### src/rtl/mem_arbiter_pkg.sv
// Shared types for the two-master memory arbiter: grant-register state
// encodings, the grant-index type and a helper mapping an index to its state.
package mem_arbiter_pkg;

    typedef enum logic [1:0] {
        ARB_IDLE = 2'd0,
        ARB_GNT0 = 2'd1,
        ARB_GNT1 = 2'd2
    } arb_state_t;

    // Master index: 0 = stim (vector reads), 1 = check (result writeback)
    typedef logic gnt_idx_t;

    function automatic arb_state_t gnt_state(input gnt_idx_t idx);
        return idx ? ARB_GNT1 : ARB_GNT0;
    endfunction

endpackage

### src/rtl/mem_arbiter_rr_pick.sv
// Two-way round-robin chooser. On a tie the master that was not served last
// wins; otherwise the single requester wins. Purely combinational.
import mem_arbiter_pkg::*;

module rr_pick (
    input  logic [1:0] req,
    input  gnt_idx_t   last,
    output gnt_idx_t   pick,
    output logic       valid
);

    // Tie goes to the master opposite the last one served
    always_comb begin
        valid = |req;
        if (&req) begin
            pick = ~last;
        end else begin
            pick = req[1];
        end
    end

endmodule

### src/rtl/mem_arbiter.sv
// Shares one Avalon-MM slave between two masters with a registered round-robin
// grant. A master holding lock keeps the grant for up to LOCK_MAX consecutive
// beats so a multi-word record lands contiguously.
import mem_arbiter_pkg::*;

module mem_arbiter #(
    parameter int ADDR_WIDTH = 20,
    parameter int DATA_WIDTH = 16,
    parameter int BE_WIDTH   = DATA_WIDTH / 8,
    parameter int LOCK_MAX   = 4
) (
    input  logic                  clock,
    input  logic                  reset_n,
    input  logic [ADDR_WIDTH-1:0] m0_address,
    input  logic [BE_WIDTH-1:0]   m0_byteenable,
    input  logic                  m0_read,
    input  logic                  m0_write,
    input  logic [DATA_WIDTH-1:0] m0_writedata,
    input  logic                  m0_lock,
    output logic [DATA_WIDTH-1:0] m0_readdata,
    output logic                  m0_waitrequest,
    input  logic [ADDR_WIDTH-1:0] m1_address,
    input  logic [BE_WIDTH-1:0]   m1_byteenable,
    input  logic                  m1_read,
    input  logic                  m1_write,
    input  logic [DATA_WIDTH-1:0] m1_writedata,
    input  logic                  m1_lock,
    output logic [DATA_WIDTH-1:0] m1_readdata,
    output logic                  m1_waitrequest,
    output logic [ADDR_WIDTH-1:0] mem_address,
    output logic [BE_WIDTH-1:0]   mem_byteenable,
    output logic                  mem_read,
    output logic                  mem_write,
    output logic [DATA_WIDTH-1:0] mem_writedata,
    input  logic [DATA_WIDTH-1:0] mem_readdata,
    input  logic                  mem_waitrequest,
    output logic                  err_rw
);

    // Wide enough to hold LOCK_MAX-1 even when LOCK_MAX is 1
    localparam int CNT_W = $clog2(LOCK_MAX + 1);

    logic [ADDR_WIDTH-1:0] mst_address    [2];
    logic [BE_WIDTH-1:0]   mst_byteenable [2];
    logic [DATA_WIDTH-1:0] mst_writedata  [2];
    logic [1:0]            mst_read;
    logic [1:0]            mst_write;
    logic [1:0]            mst_lock;
    logic [1:0]            req;
    logic [1:0]            wait_vec;

    arb_state_t            state_reg, state_next;
    gnt_idx_t              last_reg, last_next;
    logic [CNT_W-1:0]      lock_cnt_reg, lock_cnt_next;
    logic                  err_rw_reg, err_rw_next;

    logic                  granted;
    gnt_idx_t              sel;
    gnt_idx_t              arb_last;
    gnt_idx_t              pick;
    logic                  pick_valid;
    logic                  rearb;

    assign mst_address[0]    = m0_address;
    assign mst_address[1]    = m1_address;
    assign mst_byteenable[0] = m0_byteenable;
    assign mst_byteenable[1] = m1_byteenable;
    assign mst_writedata[0]  = m0_writedata;
    assign mst_writedata[1]  = m1_writedata;
    assign mst_read          = {m1_read, m0_read};
    assign mst_write         = {m1_write, m0_write};
    assign mst_lock          = {m1_lock, m0_lock};

    assign granted = (state_reg != ARB_IDLE);
    assign sel     = (state_reg == ARB_GNT1);

    // Per-master request and stall: only the granted master sees the slave's waitrequest
    generate
        for (genvar gi = 0; gi < 2; gi++) begin : g_master
            assign req[gi]      = mst_read[gi] | mst_write[gi];
            assign wait_vec[gi] = (granted && (int'(sel) == gi)) ? mem_waitrequest : 1'b1;
        end
    endgenerate

    assign m0_waitrequest = wait_vec[0];
    assign m1_waitrequest = wait_vec[1];
    assign m0_readdata    = mem_readdata;
    assign m1_readdata    = mem_readdata;

    // Forward the granted master; read+write together is forwarded as a write only
    assign mem_address    = mst_address[sel];
    assign mem_byteenable = mst_byteenable[sel];
    assign mem_writedata  = mst_writedata[sel];
    assign mem_write      = granted && mst_write[sel];
    assign mem_read       = granted && mst_read[sel] && !mst_write[sel];
    assign err_rw         = err_rw_reg;

    // While granted, re-arbitration treats the current holder as last served
    assign arb_last = granted ? sel : last_reg;

    rr_pick u_rr_pick (
        .req   (req),
        .last  (arb_last),
        .pick  (pick),
        .valid (pick_valid)
    );

    // Next grant: hold while stalled, extend on lock, otherwise re-arbitrate
    always_comb begin
        state_next    = state_reg;
        last_next     = last_reg;
        lock_cnt_next = lock_cnt_reg;
        err_rw_next   = err_rw_reg | (granted && mst_read[sel] && mst_write[sel]);
        rearb         = 1'b0;
        if (!granted) begin
            if (pick_valid) begin
                state_next = gnt_state(pick);
            end
        end else if (req[sel]) begin
            if (!mem_waitrequest) begin
                if (mst_lock[sel] && (lock_cnt_reg < CNT_W'(LOCK_MAX - 1))) begin
                    lock_cnt_next = lock_cnt_reg + 1'b1;
                end else begin
                    rearb = 1'b1;
                end
            end
        end else if (!mst_lock[sel]) begin
            rearb = 1'b1;
        end
        if (rearb) begin
            lock_cnt_next = '0;
            last_next     = sel;
            state_next    = pick_valid ? gnt_state(pick) : ARB_IDLE;
        end
    end

    // Grant, round-robin history, lock beat count and sticky error flag
    always_ff @(posedge clock or negedge reset_n) begin
        if (!reset_n) begin
            state_reg    <= ARB_IDLE;
            last_reg     <= 1'b1;
            lock_cnt_reg <= '0;
            err_rw_reg   <= 1'b0;
        end else begin
            state_reg    <= state_next;
            last_reg     <= last_next;
            lock_cnt_reg <= lock_cnt_next;
            err_rw_reg   <= err_rw_next;
        end
    end

endmodule

### config.mk
export PLATFORM = sky130hd
export DESIGN_NAME = mem_arbiter
export DESIGN_NICKNAME = d
export VERILOG_FILES = /design/src/rtl/mem_arbiter_pkg.sv /design/src/rtl/mem_arbiter_rr_pick.sv /design/src/rtl/mem_arbiter.sv
export SDC_FILE = /design/constraint.sdc
export NUM_CORES = 1
export LEC_CHECK = 0
export CAP_MARGIN = 25
export CELL_PAD_IN_SITES_DETAIL_PLACEMENT = 0
export CELL_PAD_IN_SITES_GLOBAL_PLACEMENT = 1
export CORE_MARGIN = 3
export CORE_UTILIZATION = 14
export DETAILED_ROUTE_END_ITERATION = 12
export GPL_ROUTABILITY_DRIVEN = 0
export MAX_ROUTING_LAYER = met4
export PLACE_DENSITY_LB_ADDON = 0.1
export SYNTH_ARGS = -nofsm -noshare
export SYNTH_HDL_FRONTEND = slang
export SYNTH_SLANG_ARGS = --single-unit
### constraint.sdc
create_clock -name clock -period 2.3 [get_ports clock]
set_input_delay 0.46 -clock clock [delete_from_list [all_inputs] [get_ports clock]]
set_output_delay 0.46 -clock clock [all_outputs]
set_load 0.02 [all_outputs]
==> flow_metrics.py <==
metrics = {
    "power_and_ir_drop": {
        "seqPwrFrac_pct": 9.6,
        "power_density_nw_per_um2": 883,
        "internal_power_mw": 1.25,
        "switching_share_pct": 42.8,
        "peakVddDrop_v": 0.000278,
        "p_total_mw": 2.19,
        "leakage_nw": 1.03,
        "clkPwrFrac_pct": 7.7,
        "p_sw_mw": 0.936,
        "power.combinational.fraction_pct": 82.8,
    },
    "sta": {
        "worstMarginPinSlew_ns": 0.327,
        "slew_violations": 0,
        "setup_ws_ns": 0.0862,
        "min_period_ns": 2.21,
        "hold_ws_ns": 0.503,
        "fmax_ghz": 0.452,
        "finalSetupViolations": 0,
        "rsz0062_at_grt": "no",
        "setup_tns_ns": 0,
        "skew_ns": 0.00142,
        "hold_viol_final": 0,
        "period_share_pct": 96.3,
        "slew_headroom_pct": 78.1,
    },
    "clock_network": {
        "worstSkewPairLatency_ns": 0.22,
        "cts_htree_levels": 1,
        "cts_tree": "built",
        "cts-root-buf": "clkbuf_8",
        "cts_buffer_depth": 2,
        "holdBufCountCts": 0,
        "cts_sinks": 7,
        "path_clk_slew_ns": 0.04,
        "numCtsBuffers": 3,
    },
    "synth": {
        "synth-seq-cells": 7,
        "yosys.area.top_type": "mux2_2",
        "synth-edff-count": 0,
        "yosysMostFrequentCell": "mux2_2",
        "synth_fp_nets": 232,
        "netlist-cell-type-count": 34,
        "async_flop_share_pct": 100,
        "synthTopCellsByCount": "mux2_2, buf_4, buf_2, dfrtp_1, nand2_1",
        "synth_area_leaders": "mux2_2, buf_4, dfrtp_1",
        "yosysTopAreaCellShare_pct": 36.8,
        "yosys_warnings": 0,
        "synth_ff_type": "dfrtp_1",
        "synth_cells": 130,
        "avgSynthCellArea_um2": 9.19,
        "synth_area_um2": 1190,
        "seq_area_frac_synth_pct": 14.8,
    },
    "floorplan": {
        "die_area_um2": 9680,
        "core-area_um2": 8260,
        "io_pins": 176,
        "fp.dieH_um": 98.4,
        "die_x_um": 98.4,
        "row_count": 33,
        "initial_core_util_pct": 14.5,
    },
    "place": {
        "placed_area_um2": 2450,
        "dp_slack_ns": 0.0207,
        "dp.final_hpwl_um": 4340,
        "place_inst": 335,
        "port_buffers": 127,
    },
    "global_routing": {
        "grt_pass1_vias": 1445,
        "grt.overflow.total": 0,
        "grt_use_total_pct": 10.1,
        "grt_pass1_wl_um": 7630,
        "antenna_found_initial": 0,
        "grt_max_degree": 21,
    },
    "setup_path": {
        "cp-end-kind": "output pin",
        "crit_type": "flop to output pin",
        "cp_slowest_stage_delay_ns": 0.40,
        "cp_num_buf_inv": 3,
        "r2r_end": "state_reg[0]",
        "slowest_stage": "dfrtp_1",
        "crit_path_start_kind": "flop",
        "cp-startpoint": "state_reg[0]",
        "worstPathArrival_ns": 1.75,
        "crit_family": "buffers and inverters",
        "r2r-start": "state_reg[0]",
        "rr_worst_depth": 6,
        "required_ns": 1.84,
        "r2r_slack_ns": 0.39,
        "crit_path_cell_trace": "nor2b_4 -> buf_4 -> buf_12 -> mux2_2 -> clkdlybuf4s15_1",
        "path_max_fanout": 12,
    },
    "detailed_routing": {
        "postRouteWirelength_um": 5050,
        "avgRoutedWirePerCell_um": 14.7,
        "vias": 1342,
        "route.top_layer_used": "met4",
        "routed-wl-met3_um": 549,
        "drcViolationCount": 0,
        "met1_length_um": 1970,
        "drtIter0Drc": 29,
        "vias_per_cell": 3.91,
        "ant_nets": 0,
        "wl_met2_um": 2490,
        "dr.pass1.iters": 4,
    },
    "finish": {
        "area_growth_pct": 107,
        "final_util_pct": 30.0,
        "instances_no_fill": 343,
        "largest_reg_flops": 3,
        "final_nets": 341,
        "drive_gt1_share_pct": 30.3,
        "diodes": 0,
        "design_area_um2": 2470,
    },
    "worst_hold_path": {
        "hold_path.class": "input port to async pin",
    },
    "job": {
        "max-cap-violations": 0,
    },
    "status": {
        "status": "completed",
    },
}
[area by class of cell]
cell class	instances	area [um2]
well taps	105	131
flip-flops and latches	7	176
clock buffers	4	45.0
repair buffers	143	1370
inverters	4	15.0
multi-input cells	80	737
fillers	883	5780
[metal layers]
layer,GRT usage (%),up-vias
met1,11.5,586
met3,2.43,11
met5,-,-
li1,-,648
met4,2.73,0
met2,17.7,97
[cell families after synthesis]
kind of cell | share of synthesized area, %
flops | 14.8
mux | 38.4
compound gates | 12.8
simple gates | 8.80
buf+inv | 24.2
fa+ha+maj | 1.05
[power by group through the flow]
stage               Sequential (mW)  Clock [mW]  Combinational, mW
floorplan                     0.210           0               1.12
global placement              0.210           0               1.97
detailed placement            0.211           0               1.94
CTS                           0.210       0.173               1.83
global route                  0.218       0.181               1.95
finish                        0.209       0.167               1.81
[timing repair]
action / CTS / global route
endpoints found under the setup margin: 38 / 20
setup buffers: 4 / 0
gates resized for setup: 38 / 25
[cell usage in the layout, fill, tap and decap left out, types with 2 or more instances in the layout]
cell type and instances:
clkdlybuf4s50_1 88, mux2_2 39, dlygate4sd2_1 19, clkdlybuf4s15_1 14, buf_4 14, dfrtp_1 6
nand2_1 5, clkbuf_2 5, inv_1 3, nand3_1 3, nor2_1 3, clkbuf_8 3
nand2b_1 2, a22o_1 2, o22ai_1 2, mux2i_1 2, o211ai_2 2, o21ai_1 2
a21oi_1 2, buf_12 2
[worst max path at each step]
| stage | endpoint | cells past startpoint | slack, ns |
|---|---|---|---|
| after floorplan | mem_read | 5 | 0.49 |
| after global placement | mem_read | 4 | 0.03 |
| after detailed placement | lock_cnt_reg[1] | 7 | 0.02 |
| after CTS | mem_write | 4 | 0.02 |
| after global routing | mem_address[9] | 5 | 0.0009 |
| final | mem_writedata[9] | 5 | 0.09 |
Power figures use the tool's default switching activity.
